$ cat src/rtl/im_ctrl_pkg.sv
// Shared types and constants for the Ising-machine run sequencer.
// Holds the state encoding and the zero-means-max/zero-means-one config mappings.
package im_ctrl_pkg;
  localparam int N_STEPS = 16;
  localparam int LEVEL_W = 8;
  localparam int CNT_W   = 8;
  localparam int TMR_W   = 9;

  localparam logic [TMR_W-1:0] INTERVAL_ZERO_VAL  = 9'd256;
  localparam logic [CNT_W-1:0] RUN_COUNT_ZERO_VAL = 8'd1;

  typedef enum logic [2:0] {
    S_IDLE, S_INIT, S_LOAD, S_LOADED, S_ANNEAL, S_SAMPLE, S_DONE
  } e_seq_state;

  function automatic logic [TMR_W-1:0] eff_interval(input logic [CNT_W-1:0] iv);
    return (iv == '0) ? INTERVAL_ZERO_VAL : {1'b0, iv};
  endfunction

  function automatic logic [CNT_W-1:0] eff_runs(input logic [CNT_W-1:0] rc);
    return (rc == '0) ? RUN_COUNT_ZERO_VAL : rc;
  endfunction
endpackage

$ cat src/rtl/im_run_sequencer_timer.sv
// Loadable 9-bit down-counter; expire flags the last cycle of a loaded period.
// A reload in the expiring cycle starts the next period back to back.
module seq_interval_timer (
  input  logic       i_clk,
  input  logic       i_rst,
  input  logic       i_load,
  input  logic [8:0] i_load_val,
  output logic       o_expire
);
  logic [8:0] r_cnt;

  always_ff @(posedge i_clk) begin
    if (i_rst)              r_cnt <= '0;
    else if (i_load)        r_cnt <= i_load_val;
    else if (r_cnt != '0)   r_cnt <= r_cnt - 9'd1;
  end

  assign o_expire = (r_cnt == 9'd1);
endmodule

$ cat src/rtl/im_run_sequencer.sv
// Run sequencer: walks the core through init, load, anneal and sample phases
// driven by edges on the SPI control bits, repeating runs and bounded reruns.
module im_run_sequencer #(
  parameter int INIT_CYCLES = 4,
  parameter int N_STEPS     = 16
) (
  input  logic                 i_clk,
  input  logic                 i_rst,
  input  logic                 i_ctrl_reset,
  input  logic                 i_ctrl_init,
  input  logic                 i_ctrl_load,
  input  logic                 i_ctrl_run,
  input  logic                 i_ctrl_rerun,
  input  logic [7:0]           i_run_time_interval,
  input  logic [7:0]           i_total_run_count,
  input  logic [7:0]           i_total_rerun_count,
  input  logic [N_STEPS*8-1:0] i_anneal_sch,
  input  logic                 i_load_ack,
  input  logic                 i_sample_ack,
  output logic                 o_core_init,
  output logic                 o_load_req,
  output logic                 o_spin_en,
  output logic [7:0]           o_anneal_level,
  output logic [3:0]           o_anneal_step,
  output logic                 o_sample_req,
  output logic [7:0]           o_run_idx,
  output logic [7:0]           o_rerun_idx,
  output logic                 o_loading_done,
  output logic                 o_running,
  output logic                 o_run_done
);
  import im_ctrl_pkg::*;

  e_seq_state  r_state;
  logic [4:0]  r_ctrl_q, r_ctrl_prev;  // {reset, init, load, run, rerun}
  logic        r_core_init, r_load_req, r_sample_req, r_loading_done;
  logic [7:0]  r_level, r_run_idx, r_rerun_idx;
  logic [3:0]  r_step;

  logic [4:0]  w_edge;
  logic        w_clr, w_init_e, w_load_e, w_run_e, w_rerun_e;
  logic        w_rerun_ok, w_last_step, w_more_runs, w_tmr_exp, w_tmr_load;
  logic [8:0]  w_tmr_val;
  logic [7:0]  w_eff_runs, w_run_inc, w_lvl0, w_lvl_next;

  always_ff @(posedge i_clk) begin
    if (i_rst) begin
      r_ctrl_q    <= '0;
      r_ctrl_prev <= '0;
    end else begin
      r_ctrl_q    <= {i_ctrl_reset, i_ctrl_init, i_ctrl_load, i_ctrl_run, i_ctrl_rerun};
      r_ctrl_prev <= r_ctrl_q;
    end
  end

  // Only the highest-priority edge of a cycle survives.
  assign w_edge    = r_ctrl_q & ~r_ctrl_prev;
  assign w_clr     = i_rst | r_ctrl_q[4];
  assign w_init_e  = w_edge[3];
  assign w_load_e  = w_edge[2] & ~w_edge[3];
  assign w_run_e   = w_edge[1] & ~|w_edge[3:2];
  assign w_rerun_e = w_edge[0] & ~|w_edge[3:1];

  assign w_rerun_ok  = r_rerun_idx < i_total_rerun_count;
  assign w_last_step = (r_step == 4'(N_STEPS - 1));
  assign w_eff_runs  = eff_runs(i_total_run_count);
  assign w_more_runs = ({1'b0, r_run_idx} + 9'd1) < {1'b0, w_eff_runs};
  assign w_run_inc   = (({1'b0, r_run_idx} + 9'd1) > {1'b0, w_eff_runs}) ? w_eff_runs
                                                                         : r_run_idx + 8'd1;
  assign w_lvl0      = i_anneal_sch[N_STEPS*8-1 -: 8];
  assign w_lvl_next  = i_anneal_sch[N_STEPS*8-1 - 8*int'(r_step + 4'd1) -: 8];

  always_comb begin
    w_tmr_load = 1'b0;
    w_tmr_val  = eff_interval(i_run_time_interval);
    if (!w_clr) begin
      case (r_state)
        S_IDLE, S_LOADED, S_DONE: begin
          if (w_init_e) begin
            w_tmr_load = 1'b1;
            w_tmr_val  = 9'(INIT_CYCLES);
          end else if ((r_state == S_LOADED && w_run_e) ||
                       (r_state == S_DONE && w_rerun_e && w_rerun_ok)) begin
            w_tmr_load = 1'b1;
          end
        end
        S_ANNEAL: w_tmr_load = w_tmr_exp && !w_last_step;
        S_SAMPLE: w_tmr_load = i_sample_ack && w_more_runs;
        default:  w_tmr_load = 1'b0;
      endcase
    end
  end

  seq_interval_timer u_timer (
    .i_clk      (i_clk),
    .i_rst      (w_clr),
    .i_load     (w_tmr_load),
    .i_load_val (w_tmr_val),
    .o_expire   (w_tmr_exp)
  );

  always_ff @(posedge i_clk) begin
    if (w_clr) begin
      r_state        <= S_IDLE;
      r_core_init    <= 1'b0;
      r_load_req     <= 1'b0;
      r_sample_req   <= 1'b0;
      r_loading_done <= 1'b0;
      r_level        <= '0;
      r_step         <= '0;
      r_run_idx      <= '0;
      r_rerun_idx    <= '0;
    end else begin
      case (r_state)
        S_IDLE, S_LOADED, S_DONE: begin
          if (w_init_e) begin
            r_state        <= S_INIT;
            r_core_init    <= 1'b1;
            r_loading_done <= 1'b0;
            r_rerun_idx    <= '0;
          end else if (r_state == S_IDLE && w_load_e) begin
            r_state    <= S_LOAD;
            r_load_req <= 1'b1;
          end else if ((r_state == S_LOADED && w_run_e) ||
                       (r_state == S_DONE && w_rerun_e && w_rerun_ok)) begin
            if (r_state == S_DONE) r_rerun_idx <= r_rerun_idx + 8'd1;
            r_state   <= S_ANNEAL;
            r_run_idx <= '0;
            r_step    <= '0;
            r_level   <= w_lvl0;
          end
        end
        S_INIT: if (w_tmr_exp) begin
          r_state     <= S_IDLE;
          r_core_init <= 1'b0;
        end
        S_LOAD: if (i_load_ack) begin
          r_state        <= S_LOADED;
          r_load_req     <= 1'b0;
          r_loading_done <= 1'b1;
        end
        S_ANNEAL: if (w_tmr_exp) begin
          if (w_last_step) begin
            r_state      <= S_SAMPLE;
            r_sample_req <= 1'b1;
            r_step       <= '0;
            r_level      <= '0;
          end else begin
            r_step  <= r_step + 4'd1;
            r_level <= w_lvl_next;
          end
        end
        S_SAMPLE: if (i_sample_ack) begin
          r_sample_req <= 1'b0;
          r_run_idx    <= w_run_inc;
          if (w_more_runs) begin
            r_state <= S_ANNEAL;
            r_level <= w_lvl0;
          end else begin
            r_state <= S_DONE;
          end
        end
        default: r_state <= S_IDLE;
      endcase
    end
  end

  assign o_core_init    = r_core_init;
  assign o_load_req     = r_load_req;
  assign o_sample_req   = r_sample_req;
  assign o_spin_en      = (r_state == S_ANNEAL);
  assign o_running      = (r_state == S_ANNEAL) || (r_state == S_SAMPLE);
  assign o_run_done     = (r_state == S_DONE);
  assign o_anneal_level = r_level;
  assign o_anneal_step  = r_step;
  assign o_run_idx      = r_run_idx;
  assign o_rerun_idx    = r_rerun_idx;
  assign o_loading_done = r_loading_done;
endmodule

$ cat config.mk
export PLATFORM = sky130hd
export DESIGN_NAME = im_run_sequencer
export DESIGN_NICKNAME = d
export VERILOG_FILES = /design/src/rtl/im_ctrl_pkg.sv /design/src/rtl/im_run_sequencer_timer.sv /design/src/rtl/im_run_sequencer.sv
export SDC_FILE = /design/constraint.sdc
export NUM_CORES = 1
export LEC_CHECK = 0
export CAP_MARGIN = 0
export CORE_MARGIN = 4
export CORE_UTILIZATION = 38
export CTS_CLUSTER_SIZE = 14
export DETAILED_ROUTE_END_ITERATION = 8
export PLACE_DENSITY = 0.81
export SYNTH_ARGS = -nofsm -noshare
export SYNTH_HDL_FRONTEND = slang
export SYNTH_SLANG_ARGS = --single-unit
$ cat constraint.sdc
create_clock -name i_clk -period 2.4 [get_ports i_clk]
set_input_delay 0.24 -clock i_clk [delete_from_list [all_inputs] [get_ports i_clk]]
set_output_delay 0.24 -clock i_clk [all_outputs]
set_load 0.1 [all_outputs]
Yosys cells after proc, flatten, opt, wreduce, memory -nomap -nowiden
Index checks and enable logic that the tools add are counted.
{"block": "word_totals", "register_bits": 53, "input_bits": 161, "output_inout_bits": 35, "word_cells": 145}
{"block": "op_classes", "addsub": 7, "order_cmp": 3, "eq_ne": 21, "shifts": 1, "muxes": 58, "bitwise_logic": 7, "n_reduce_logical": 36}
{"operator": "8-bit 2-to-1 mux", "count": 17}
{"operator": "135-bit by 9-bit indexed part select with 8-bit output", "count": 1}
{"operator": "9-bit 2-to-1 mux", "count": 5}
{"operator": "3-bit 2-to-1 mux", "count": 8}
{"operator": "8-bit case mux with 3 select lines", "count": 1}
{"operator": "4-bit 2-to-1 mux", "count": 5}
{"operator": "2-bit inequality test, second input constant", "count": 10}
{"operator": "8-bit by 1-bit adder with 8-bit output, second input constant", "count": 2}
{"operator": "8-bit logical NOT", "count": 2}
{"operator": "8-bit case mux with 2 select lines", "count": 1}
{"operator": "2-bit nonzero test", "count": 8}
{"operator": "3-bit case mux with 5 select lines", "count": 1}
{"operator": "1-bit 2-to-1 mux", "count": 13}
{"operator": "4-bit AND reduction", "count": 3}
{"operator": "5-bit AND reduction", "count": 2}
{"operator": "8-bit by 1-bit adder with 9-bit output, second input constant", "count": 1}
{"operator": "3-bit == test, second input constant", "count": 3}
{"operator": "9-bit by 1-bit == test with 1-bit output, second input constant", "count": 1}
{"operator": "9-bit by 8-bit greater-than comparator with 1-bit output", "count": 1}
{"operator": "9-bit by 8-bit < comparator with 1-bit output", "count": 1}
{"operator": "9-bit nonzero test", "count": 1}
{"operator": "7-bit by 8-bit subtractor with 9-bit output, first input constant", "count": 1}
{"operator": "9-bit by 1-bit subtractor with 9-bit output, second input constant", "count": 1}
{"operator": "8-bit < comparator", "count": 1}
{"operator": "other kinds (26)", "count": 43}

Longest topological paths before layout
Gate-level depths: netlist of run 1.
{"block": "logic_depth", "ltp_word": 13, "ltp_mapped": 12}

By module
A second synthesis of run 1 with hierarchy kept.
{"block": "unflattened", "hier_cells": 478, "hier_area_um2": 4496.8}
{"module": "im_run_sequencer", "n_inst": 1, "cells_per_inst": 415, "area_per_inst_um2": 3986.3}
{"module": "seq_interval_timer", "n_inst": 1, "cells_per_inst": 63, "area_per_inst_um2": 510.5}

Least setup slack after synthesis of run 1
No wires, ideal clock.
{"block": "synth_path", "path_kind": "reg2reg", "start": "register r_run_idx[2] (netlist: o_run_idx[2])", "end": "register r_run_idx[6] (netlist: o_run_idx[6])", "setup_time_ns": 0.133, "arrival_ns": 3.294, "setup_slack_ns": -1.027, "stages_incl_launch_ff": 13, "synth_period_minus_slack_ns": 3.427, "cell_sequence": "dfxtp_1 > and3_1 > nand3_1 > nor2_1 > xor2_1 > ha_1 > nand3_1 > nor2_1 > o31a_1 > o21ai_0 > buf_1 > mux2i_1 > o221ai_1"}
{"block": "synth_via", "elab_chain_len": 5}
{"element": "start, declared", "line": "im_run_sequencer.sv:37", "rtl": "logic [7:0] r_level, r_run_idx, r_rerun_idx;"}
{"element": "start signal, assigned", "line": "im_run_sequencer.sv:155", "rtl": "r_run_idx <= w_run_inc;"}
{"element": "8-bit by 1-bit adder with 9-bit output", "line": "im_run_sequencer.sv:68", "rtl": "assign w_run_inc = (({1'b0, r_run_idx} + 9'd1) > {1'b0, w_eff_runs}) ? w_eff_runs"}
{"element": "9-bit by 8-bit greater-than comparator with 1-bit output", "line": "im_run_sequencer.sv:68"}
{"element": "8-bit 2-to-1 mux *", "line": "im_run_sequencer.sv:68"}
{"element": "8-bit 2-to-1 mux *", "line": "im_run_sequencer.sv:153", "rtl": "S_SAMPLE: if (i_sample_ack) begin"}
{"element": "8-bit case mux with 2 select lines *", "line": "im_run_sequencer.sv:114", "rtl": "case (r_state)"}
Mark *: on every way between the ends. The rest lies on a longest branch, timed or not. The select of a mux whose other input is x is not followed.
A chain may end at the register's enable or synchronous reset.

Worst setup path in the final report of run 1
{"block": "layout_path", "start": "register r_run_idx[0] (netlist: o_run_idx[0])", "end": "register u_timer.r_cnt[1]"}
{"block": "layout_via", "elab_chain_len": 6}
{"element": "8-bit by 1-bit adder with 9-bit output *", "line": "im_run_sequencer.sv:67", "rtl": "assign w_more_runs = ({1'b0, r_run_idx} + 9'd1) < {1'b0, w_eff_runs};"}
{"element": "9-bit by 8-bit < comparator with 1-bit output *", "line": "im_run_sequencer.sv:67"}
{"element": "1-bit logical AND *", "line": "im_run_sequencer.sv:88", "rtl": "S_SAMPLE: w_tmr_load = i_sample_ack && w_more_runs;"}
{"element": "1-bit case mux with 3 select lines *", "line": "im_run_sequencer.sv:77", "rtl": "case (r_state)"}
{"element": "1-bit 2-to-1 mux *", "line": "im_run_sequencer.sv:76", "rtl": "if (!w_clr) begin"}
{"element": "9-bit 2-to-1 mux / 2-bit nonzero test (equally long branches)"}
{"element": "end signal, assigned", "line": "im_run_sequencer_timer.sv:14", "rtl": "else if (i_load) r_cnt <= i_load_val;"}
{"element": "end signal, assigned", "line": "im_run_sequencer_timer.sv:15", "rtl": "else if (r_cnt != '0) r_cnt <= r_cnt - 9'd1;"}
{"element": "end, declared", "line": "im_run_sequencer_timer.sv:10", "rtl": "logic [8:0] r_cnt;"}
Mark *: on every way between the ends. The rest lies on a longest branch, timed or not.

==> flow_summary_export.csv, run 1 <==
group,metric,value,unit
status,status,"complete, but fails checks",
status,violations,"negative setup slack",
setup_path,path_class,"reg2reg",
setup_path,critPathSlowestCell,"dfxtp_4",
route,post_drt_wl_per_cell,18.5,um
sta,relSlewSlack,49.3,%
synth,netlist_area,4250,um^2
setup_path,cp-endpoint,"u_timer.r_cnt[1]",
floorplan,rows,38,
sta,worst_pin_slew,761,ps
cells_and_area,fin_area,6970,um^2
grt,overflow,0,
cells_and_area,layout_common_cells,"clkdlybuf4s50_1, buf_4, nand2_1",
setup_path,worst_r2r_path_depth,11,
floorplan,dieArea,12900,um^2
setup_path,r2r_end,"u_timer.r_cnt[1]",
grt,use_met3,3.82,%
sta,fin_crit_sh,103,%
pwr,power_density,398,nW/um^2
setup_path,crit_start,"o_run_idx[0]",
cts,clk_latency,310,ps
setup_path,critical-path-top-delay-family,"compound AO/OA/AOI/OAI gates",
sta,clock_skew,7.62,ps
placement,hpwl,12500,um
route,drt_iter0_markers,246,
setup_path,critical_path_required,2580,ps
synth,synthFlopType,"dfxtp_1",
cts,cts_tree,"done",
synth,synth_top_area_share,24.9,%
sta,layout_min_cycle_time,2460,ps
synth,yosysTopAreaCell,"dfxtp_1",
synth,yosys_register_bits,53,
cts,numClockSinks,53,
pwr,irDropWorstVdd,0.000347,V
synth,avgSynthCellArea,9.25,um^2
cells_and_area,multi_input_area,3220,um^2
synth,synthArstFlopShare,0,%
cells_and_area,antenna_cells,0,
route,drc,0,
floorplan,core_area,10900,um^2
setup_path,arrival,2640,ps
cells_and_area,finalNetCount,869,
route,detail_route.vias_per_cell,5.60,
floorplan,die_y,114,um
setup_path,worst-path-buf-inv,1,
floorplan,start_util,39.1,%
sta,hold_viol_final,0,
setup_path,crit_path_end_kind,"flop",
placement,place_area,6670,um^2
floorplan,io_pins,196,
sta,slew_violations,0,
route,drt-total-wl,15400,um
worst_hold_path,min_from,"r_ctrl_q[2]",
cells_and_area,drive_above_1_share,27.4,%
cts,cts_inserted_buffers,5,
sta,fmax,406,MHz
setup_path,r2r_slack,-60,ps
synth,synth.yosys.seq_area_share,24.9,%
grt,grt_max_degree,37,
sta,rsz0062_at_grt,"yes",
grt,grt.total_usage,22.4,%
run,maxCapViolations,0,
setup_path,path_max_fanout,5,
placement,gp_congestion,0.932,
route,first_pass_iters,5,
grt,gr-usage-met1,30.0,%
setup_path,start_kind,"flop",
setup_path,regToRegStartpoint,"o_run_idx[0]",
synth,yosysUniqueCellTypes,64,
route,final_antenna_net_count,0,
cts,clk_pin_slew_worst_paths,100,ps
setup_path,slowest_delay,390,ps
placement,port_buffers,195,
cells_and_area,utilization,64.0,%
synth,synth_edf_count,0,
cts,cts_buffer_depth,2,
grt,top_usage_layer,"met2",
sta,setup_viol,15,
placement,place_ws,-505,ps
worst_hold_path,worstHoldPathType,"reg2reg",
cts,holdBufCountCts,0,
synth,synthTopCellsByArea,"dfxtp_1, mux4_2, mux2i_1, ha_1, nand2_1",
cts,cts_htree_levels,2,
cts,root_buffer,"clkbuf_8",
route,vias,4641,
setup_path,cp.depth,11,
cells_and_area,fillers,880,
cells_and_area,mostFrequentLayoutCell,"clkdlybuf4s50_1",
cells_and_area,area_growth,63.9,%
floorplan,die_w,114,um
sta,setup_ws,-60.2,ps
synth,yosys_warnings,0,
synth,syn_nets,641,
grt,grtUsageMet2,38.1,%
grt,grt_pass1_wl,23600,um
setup_path,path_cells,"ha_4 > nand3_4 > xnor2_2 > ha_1 > a21o_1 > a21oi_2 > and3_4 > nand2_1 > a221o_1 > buf_6 > mux2i_1",
synth,synth_cells,460,
grt,grt_pass1_vias,4713,
grt,antenna_found_initial,0,
cells_and_area,regArea,1120,um^2
pwr,p_leak,0.00273,uW
per-stage QoR:
step,TNS [ps],std cells,power (uW),hold WS (ps)
finish,-449,829,2780,469
detailed placement,-13370,813,2240,453
floorplan,-1430,460,1730,368
CTS,-255,825,2770,474
global placement,-10820,813,2200,452
global route,-3340,829,2950,484
worst min path at each step:
stage | to | slack [ps] | depth (start not counted)
2_1_floorplan | r_ctrl_q[0] | 370 | 1
3_3_place_gp | r_ctrl_prev[2] | 450 | 1
3_5_place_dp | r_ctrl_prev[2] | 450 | 1
4_1_cts | r_ctrl_prev[2] | 470 | 1
5_1_grt | r_ctrl_q[1] | 480 | 2
6_report | r_ctrl_prev[2] | 470 | 1
per-layer routing:
| layer | vias up | part of all wire (%) |
|---|---|---|
| met3 | 25 | 6.7 |
| met2 | 199 | 51 |
| met1 | 2227 | 41 |
| met4 | 0 | 1.6 |
| li1 | 2190 | - |
| met5 | - | 0 |
flip-flops by register name, summed over array words and instances (netlist names), 3 cells and up:
signal,flops
o_anneal_level,8
o_anneal_step,4
o_rerun_idx,8
o_run_idx,8
r_ctrl_prev,4
r_ctrl_q,5
r_state,3
u_timer.r_cnt,9
repair_timing:
item / in CTS / in global routing
pin swaps: 7 / 7
setup buffers: 3 / 4
endpoints found under the setup margin: 28 / 28
gates cloned: 1 / 0
gates resized for setup: 19 / 19
worst reg2reg max path, cell delays in order, from the launching register on:
cell and delay [ps]:
dfxtp_4 390, ha_4 180, nand3_4 90, xnor2_2 140, ha_1 290, a21o_1 170, a21oi_2 160, and3_4 200
nand2_1 70, a221o_1 370, buf_6 160, mux2i_1 110
area by class of cell:
class,count,area share [%]
clock buffer,5,0.987
clock inverter,3,0.287
inverter,24,1.29
multi-input combinational,361,46.1
sequential,53,16.1
tap,140,2.51
timing repair buffer,243,32.7
cells by family after synthesis:
logic type | Yosys count | share of synthesized area, %
and+or+nand+nor | 160 | 18.9
AOI/OAI and AO/OA | 95 | 16.0
muxes | 66 | 25.0
DFF | 53 | 24.9
buffers and inverters | 46 | 4.91
xor gates and xnor gates | 20 | 4.30
adders and majority gates | 20 | 5.88
synth_stat cells (all sizes together) (2+ instances only):
master / n
a2111oi: 8
a211oi: 2
a21oi: 25
a22oi: 2
a31oi: 3
and3: 3
buf: 12
clkbuf: 10
dfxtp: 53
ha: 20
inv: 24
mux2i: 33
mux4: 32
nand2: 46
nand2b: 7
nand3: 15
nand4: 2
nand4b: 2
nor2: 35
nor2b: 13
nor3: 15
nor3b: 2
nor4: 7
o2111ai: 3
o211ai: 3
o21ai: 19
o221ai: 4
o22ai: 8
o31ai: 6
o32a: 2
or2: 3
or3: 5
xnor2: 8
xor2: 12
power breakdown:
part	switching [uW]	leakage [uW]	internal [uW]	total [uW]
Sequential	78.2	0.000446	949	1030
Clock	303	0.0000489	209	511
Combinational	633	0.00223	606	1240
Total	1010	0.00273	1760	2780
Power figures use the tool's default switching activity.
==> run 2: changes to the inputs <==
--- a/config.mk
+++ b/config.mk
@@ -6,11 +6,10 @@
 export NUM_CORES = 1
 export LEC_CHECK = 0
 export CAP_MARGIN = 0
-export CORE_MARGIN = 4
 export CORE_UTILIZATION = 38
-export CTS_CLUSTER_SIZE = 14
+export CTS_CLUSTER_SIZE = 10
 export DETAILED_ROUTE_END_ITERATION = 8
-export PLACE_DENSITY = 0.81
+export PLACE_DENSITY = 0.78
 export SYNTH_ARGS = -nofsm -noshare
 export SYNTH_HDL_FRONTEND = slang
 export SYNTH_SLANG_ARGS = --single-unit
==> run 2 against run 1 <==
Compared with the run above:
- the run still ends with negative setup slack left
- first-iteration DRC count rose by 10%
- core utilization rose by 1.5 points
- setup slack improved by 1.7 ps
- sequential cell count did not move
- combinational power barely moved
- clock skew rose by 4.4 ps
- sequential share of layout area fell by 0.38 points
- clock power rose by 4.5%
- non-clock buffer count fell by 2
- routed wire length fell by 3.7%
- register-to-register slack barely moved
- global-route usage rose by 1.9 points
- critical path type unchanged
- critical endpoint unchanged
- highest routed layer unchanged
==> flow_summary_export.csv, run 2 (synthesized netlist as in run 1, its figures left out) <==
group,metric,value,unit
setup_path,r2r_end,"u_timer.r_cnt[1]",
route,drt-total-wl,14800,um
pwr,power_density,395,nW/um^2
worst_hold_path,min_to,"o_run_idx[6]",
cts,root_buffer,"clkbuf_8",
sta,worst_pin_slew,581,ps
floorplan,die_y,108,um
cells_and_area,area_growth,67.7,%
run,maxCapViolations,0,
grt,grt.total_usage,24.3,%
placement,place_area,6650,um^2
route,post_drt_wl_per_cell,17.9,um
worst_hold_path,whs_path_depth,4,
floorplan,rows,38,
route,vias,4608,
setup_path,arrival,2650,ps
pwr,irDropWorstVdd,0.000370,V
cts,cts_inserted_buffers,5,
grt,overflow,0,
sta,clock_skew,12.0,ps
pwr,switchingPower,1050,uW
sta,layout_min_cycle_time,2460,ps
grt,grt_pass1_wl,22100,um
placement,port_buffers,195,
pwr,clockPowerShare,19.0,%
placement,hpwl,11700,um
status,status,"complete, but fails checks",
setup_path,critical_path_required,2590,ps
route,detail_route.vias_per_cell,5.57,
setup_path,path_max_fanout,9,
setup_path,regToRegStartpoint,"o_run_idx[4]",
sta,setup_viol,12,
cells_and_area,layout_common_cells,"clkdlybuf4s50_1, buf_4, nand2_1",
sta,hold_viol_final,0,
pwr,combPwrFrac,44.3,%
cts,numClockSinks,53,
sta,fmax,407,MHz
cells_and_area,antenna_cells,0,
setup_path,worst_r2r_path_depth,11,
cells_and_area,regMostFlops,"u_timer.r_cnt",
setup_path,crit_path_end_kind,"flop",
pwr,p_sw_share,37.3,%
floorplan,dieArea,11600,um^2
setup_path,r2r_slack,-60,ps
worst_hold_path,min_from,"i_total_run_count[6]",
grt,antenna_found_initial,0,
worst_hold_path,worstHoldPathType,"in2reg",
pwr,p_leak,0.00276,uW
status,violations,"negative setup slack",
setup_path,start_kind,"flop",
setup_path,crit_start,"o_run_idx[4]",
grt,grt_max_degree,35,
placement,place_ws,-441,ps
setup_path,path_class,"reg2reg",
sta,slew_violations,0,
pwr,internal_power,1770,uW
cts,clk_latency,320,ps
route,drc,0,
cts,cts_tree,"done",
cts,cts_htree_levels,2,
placement,gp_congestion,0.920,
grt,grt_pass1_vias,4485,
cts,cts_buffer_depth,2,
floorplan,start_util,39.1,%
floorplan,die_w,108,um
sta,fin_crit_sh,102,%
route,final_antenna_net_count,0,
cells_and_area,largest_reg_flops,9,
sta,setup_ws,-58.5,ps
cells_and_area,fin_area,7130,um^2
cells_and_area,drive_above_1_share,29.0,%
floorplan,io_pins,196,
floorplan,core_area,10900,um^2
cells_and_area,finalNetCount,867,
route,first_pass_iters,5,
cts,clk_pin_slew_worst_paths,110,ps
sta,relSlewSlack,61.3,%
sta,tns,-433,ps
sta,whs,392,ps
route,drt_iter0_markers,271,
cells_and_area,mostFrequentLayoutCell,"clkdlybuf4s50_1",
pwr,seq_power_share,36.8,%
sta,rsz0062_at_grt,"yes",
-- run 2: changes by cell type in the layout (fill, tap and decap cells not counted), moves of 3 or more --
cell,delta
dlymetal6s2s_1,+3
nand3_2,+3
buf_4,-6
buf_6,+3
a2111oi_4,+3
nand3_1,-4
a2111oi_2,-3
-- run 2: stage by stage --
step,cells,utilization (%),total power [uW]
floorplan,460,-,1730
global placement,808,61.1,2170
detailed placement,808,61.1,2220
CTS,819,62.5,2770
global route,827,65.5,2970
finish,827,65.5,2820
-- run 2: layout make-up --
| type | instances | area (um^2) |
|---|---|---|
| fill | 844 | 3760 |
| timing repair buffer | 241 | 2300 |
| sequential | 53 | 1120 |
| clock inverter | 3 | 23.8 |
| inverter | 24 | 90.1 |
| clock buffer | 5 | 68.8 |
| tap | 140 | 175 |
| multi-input combinational | 361 | 3360 |
-- run 2: what timing repair did --
item	CTS	global route
setup buffers	3	8
pin swaps	3	20
setup endpoints to repair	19	31
resized for setup	10	55
hold buffers	0	0
-- run 2: worst max-delay path by stage --
stage / to
2_1_floorplan: u_timer.r_cnt[1]
3_3_place_gp: o_run_idx[6]
3_5_place_dp: o_anneal_level[3]
4_1_cts: o_anneal_level[6]
5_1_grt: u_timer.r_cnt[1]
6_report: u_timer.r_cnt[1]
-- run 2: critical path, stage by stage (launching register included) --
cell and delay (ps):
dfxtp_4 360, and3_4 210, nand3_4 80, xnor2_1 130, ha_1 290, a21o_1 190
a21oi_4 180, and3_4 230, nand2_2 50, a221o_1 320, buf_6 160, mux2i_1 120
-- run 2: layer usage --
layer,track usage [%],share of wire (%),vias up
met3,4.90,6.6,16
met1,31.3,41,2237
met4,6.36,1.1,0
li1,-,-,2193
met2,41.0,51,162
met5,0,0,-
-- run 2: power groups by stage --
stage	clock, uW	combinational, uW	sequential [uW]
2_1_floorplan	0	579	1150
3_3_place_gp	0	1120	1040
3_5_place_dp	0	1170	1050
4_1_cts	552	1190	1030
5_1_grt	580	1340	1050
6_report	534	1250	1030
==> run 3: changes to the inputs <==
--- a/config.mk
+++ b/config.mk
@@ -6,10 +6,12 @@
 export NUM_CORES = 1
 export LEC_CHECK = 0
 export CAP_MARGIN = 0
-export CORE_UTILIZATION = 38
+export CELL_PAD_IN_SITES_DETAIL_PLACEMENT = 1
+export CELL_PAD_IN_SITES_GLOBAL_PLACEMENT = 2
+export CORE_UTILIZATION = 21
 export CTS_CLUSTER_SIZE = 10
 export DETAILED_ROUTE_END_ITERATION = 8
-export PLACE_DENSITY = 0.78
+export PLACE_DENSITY_LB_ADDON = 0.1
 export SYNTH_ARGS = -nofsm -noshare
 export SYNTH_HDL_FRONTEND = slang
 export SYNTH_SLANG_ARGS = --single-unit
==> run 3 against run 2 <==
Compared with the run above:
- the flow still finishes with violations (negative setup slack)
- via count fell by 1.0%
- non-clock buffer count rose by 10
- core utilization is 28 points lower
- register-to-register slack improved by 30 ps
- final area increased by 3.6%
- maximum frequency up 1.2%
- routed wire length rose by 21%
- combinational power grew 3%
- critical path type unchanged
- highest routed layer unchanged
==> flow_summary_export.csv, run 3 (synthesized netlist as in run 1, its figures left out) <==
group,metric,value,unit
status,status,"complete, but fails checks",
status,violations,"negative setup slack",
pwr,combPwrFrac,42.2,%
pwr,p_sw_share,35.6,%
placement,port_buffers,195,
pwr,power,3070,uW
cells_and_area,layout_common_cells,"clkdlybuf4s50_1, buf_4, nand2_1",
floorplan,core_area,19700,um^2
setup_path,crit_path_end_kind,"flop",
pwr,irDropWorstVdd,0.000235,V
grt,grt_max_degree,37,
floorplan,start_util,21.6,%
sta,worst_pin_slew,623,ps
route,drt_iter0_markers,135,
cells_and_area,drive_above_1_share,30.1,%
floorplan,rows,51,
placement,hpwl,14700,um
route,drt-total-wl,17900,um
grt,grt_pass1_vias,4943,
setup_path,critical_path_required,2580,ps
cells_and_area,mostFrequentLayoutCell,"clkdlybuf4s50_1",
grt,antenna_found_initial,1,
sta,setup_ws,-28.6,ps
sta,setup_viol,10,
floorplan,die_w,144,um
setup_path,path_class,"reg2reg",
cells_and_area,utilization,37.6,%
pwr,switchingPower,1090,uW
worst_hold_path,worstHoldPathType,"in2reg",
cts,cts_inserted_buffers,5,
sta,clock_skew,9.09,ps
sta,fin_crit_sh,101,%
cts,holdBufCountCts,0,
sta,layout_min_cycle_time,2430,ps
route,post_drt_wl_per_cell,18.5,um
cts,numClockSinks,53,
pwr,clockPowerShare,24.2,%
cts,clk_latency,300,ps
sta,fmax,412,MHz
pwr,power_density,415,nW/um^2
grt,grt.total_usage,17.3,%
floorplan,dieArea,20800,um^2
cells_and_area,regMostFlops,"u_timer.r_cnt",
cells_and_area,area_growth,73.7,%
pwr,p_leak,0.00285,uW
placement,place_ws,-481,ps
sta,relSlewSlack,58.2,%
route,vias,4561,
cells_and_area,finalNetCount,877,
setup_path,path_max_fanout,5,
cts,cts_htree_levels,2,
cts,clk_pin_slew_worst_paths,70,ps
cells_and_area,largest_reg_flops,9,
sta,slew_violations,0,
route,drc,0,
grt,grt_pass1_wl,27000,um
placement,place_area,6940,um^2
pwr,internal_power,1970,uW
sta,hold_viol_final,0,
placement,gp_congestion,0.768,
pwr,seq_power_share,33.5,%
cells_and_area,fin_area,7390,um^2
route,final_antenna_net_count,0,
floorplan,die_y,144,um
sta,tns,-122,ps
cts,root_buffer,"clkbuf_16",
setup_path,start_kind,"flop",
route,first_pass_iters,4,
route,detail_route.vias_per_cell,4.74,
cts,cts_tree,"done",
setup_path,arrival,2610,ps
floorplan,io_pins,196,
cts,cts_buffer_depth,2,
grt,overflow,0,
sta,rsz0062_at_grt,"yes",
run,maxCapViolations,0,
[run 3: cell count changes in the layout (fill, tap and decap cells not counted), sizes merged]
cell           before  now
buf                81   91
clkbuf              5    7
clkdlybuf4s50     156  150
clkinv              1    0
clkinvlp            0    1
diode               0    1
dlygate4sd2         0    6
inv                26   24
[run 3: final cells by class]
| type | instances | area (um^2) |
|---|---|---|
| tap | 265 | 332 |
| clock buffer | 7 | 133 |
| multi-input combinational | 361 | 3300 |
| antenna | 1 | 2.50 |
| sequential | 53 | 1120 |
| timing repair buffer | 251 | 2400 |
| fill | 2287 | 12300 |
| inverter | 24 | 90.1 |
| clock inverter | 1 | 7.51 |
[run 3: worst max-delay path, cell delays in order (launching register included)]
cell and delay (ps):
dfxtp_4 340, and3_4 220, nand3_4 90, xnor2_2 130
ha_1 310, a21o_1 170, a21oi_2 150, and3_4 210
nand2_2 50, a221o_1 360, buf_6 170, mux2i_1 110
[run 3: layer usage]
layer	track usage, %	routed length, um	up-vias	part of all wire (%)
li1	-	-	2205	-
met5	0	0	-	0
met1	20.8	7580	2224	42
met3	4.64	1020	11	5.7
met2	30.2	9000	121	50
met4	4.21	261	0	1.5
[run 3: power groups by stage]
stage	clock network [uW]	logic, uW	registers [uW]
after global routing	812	1400	1040
final	743	1290	1030
after floorplan	0	579	1150
after detailed placement	0	1270	1050
after global placement	0	1240	1040
after CTS	775	1300	1030
[run 3: per-stage QoR]
stage          hold WS [ps]  instances
2_1_floorplan           368        460
3_3_place_gp            458        948
3_5_place_dp            461        948
4_1_cts                 474        957
5_1_grt                 426        963
6_report                342        963
[run 3: path summary, 6_finish.rpt]
kind	start	slack, ps	cells past startpoint	to
max	o_run_idx[2]	-30	11	u_timer.r_cnt[1]
min	i_total_run_count[7]	340	3	o_run_idx[7]
min reg2reg	r_ctrl_q[2]	470	1	r_ctrl_prev[2]
max reg2reg	o_run_idx[2]	-30	11	u_timer.r_cnt[1]
[run 3: timing repair]
action | 4_1_cts | 5_1_grt
gates resized for setup | 42 | 27
setup endpoints to repair | 24 | 33
gates cloned | 0 | 2
setup buffers | 1 | 3
hold endpoints to repair | 0 | 0
pin swaps | 18 | 16
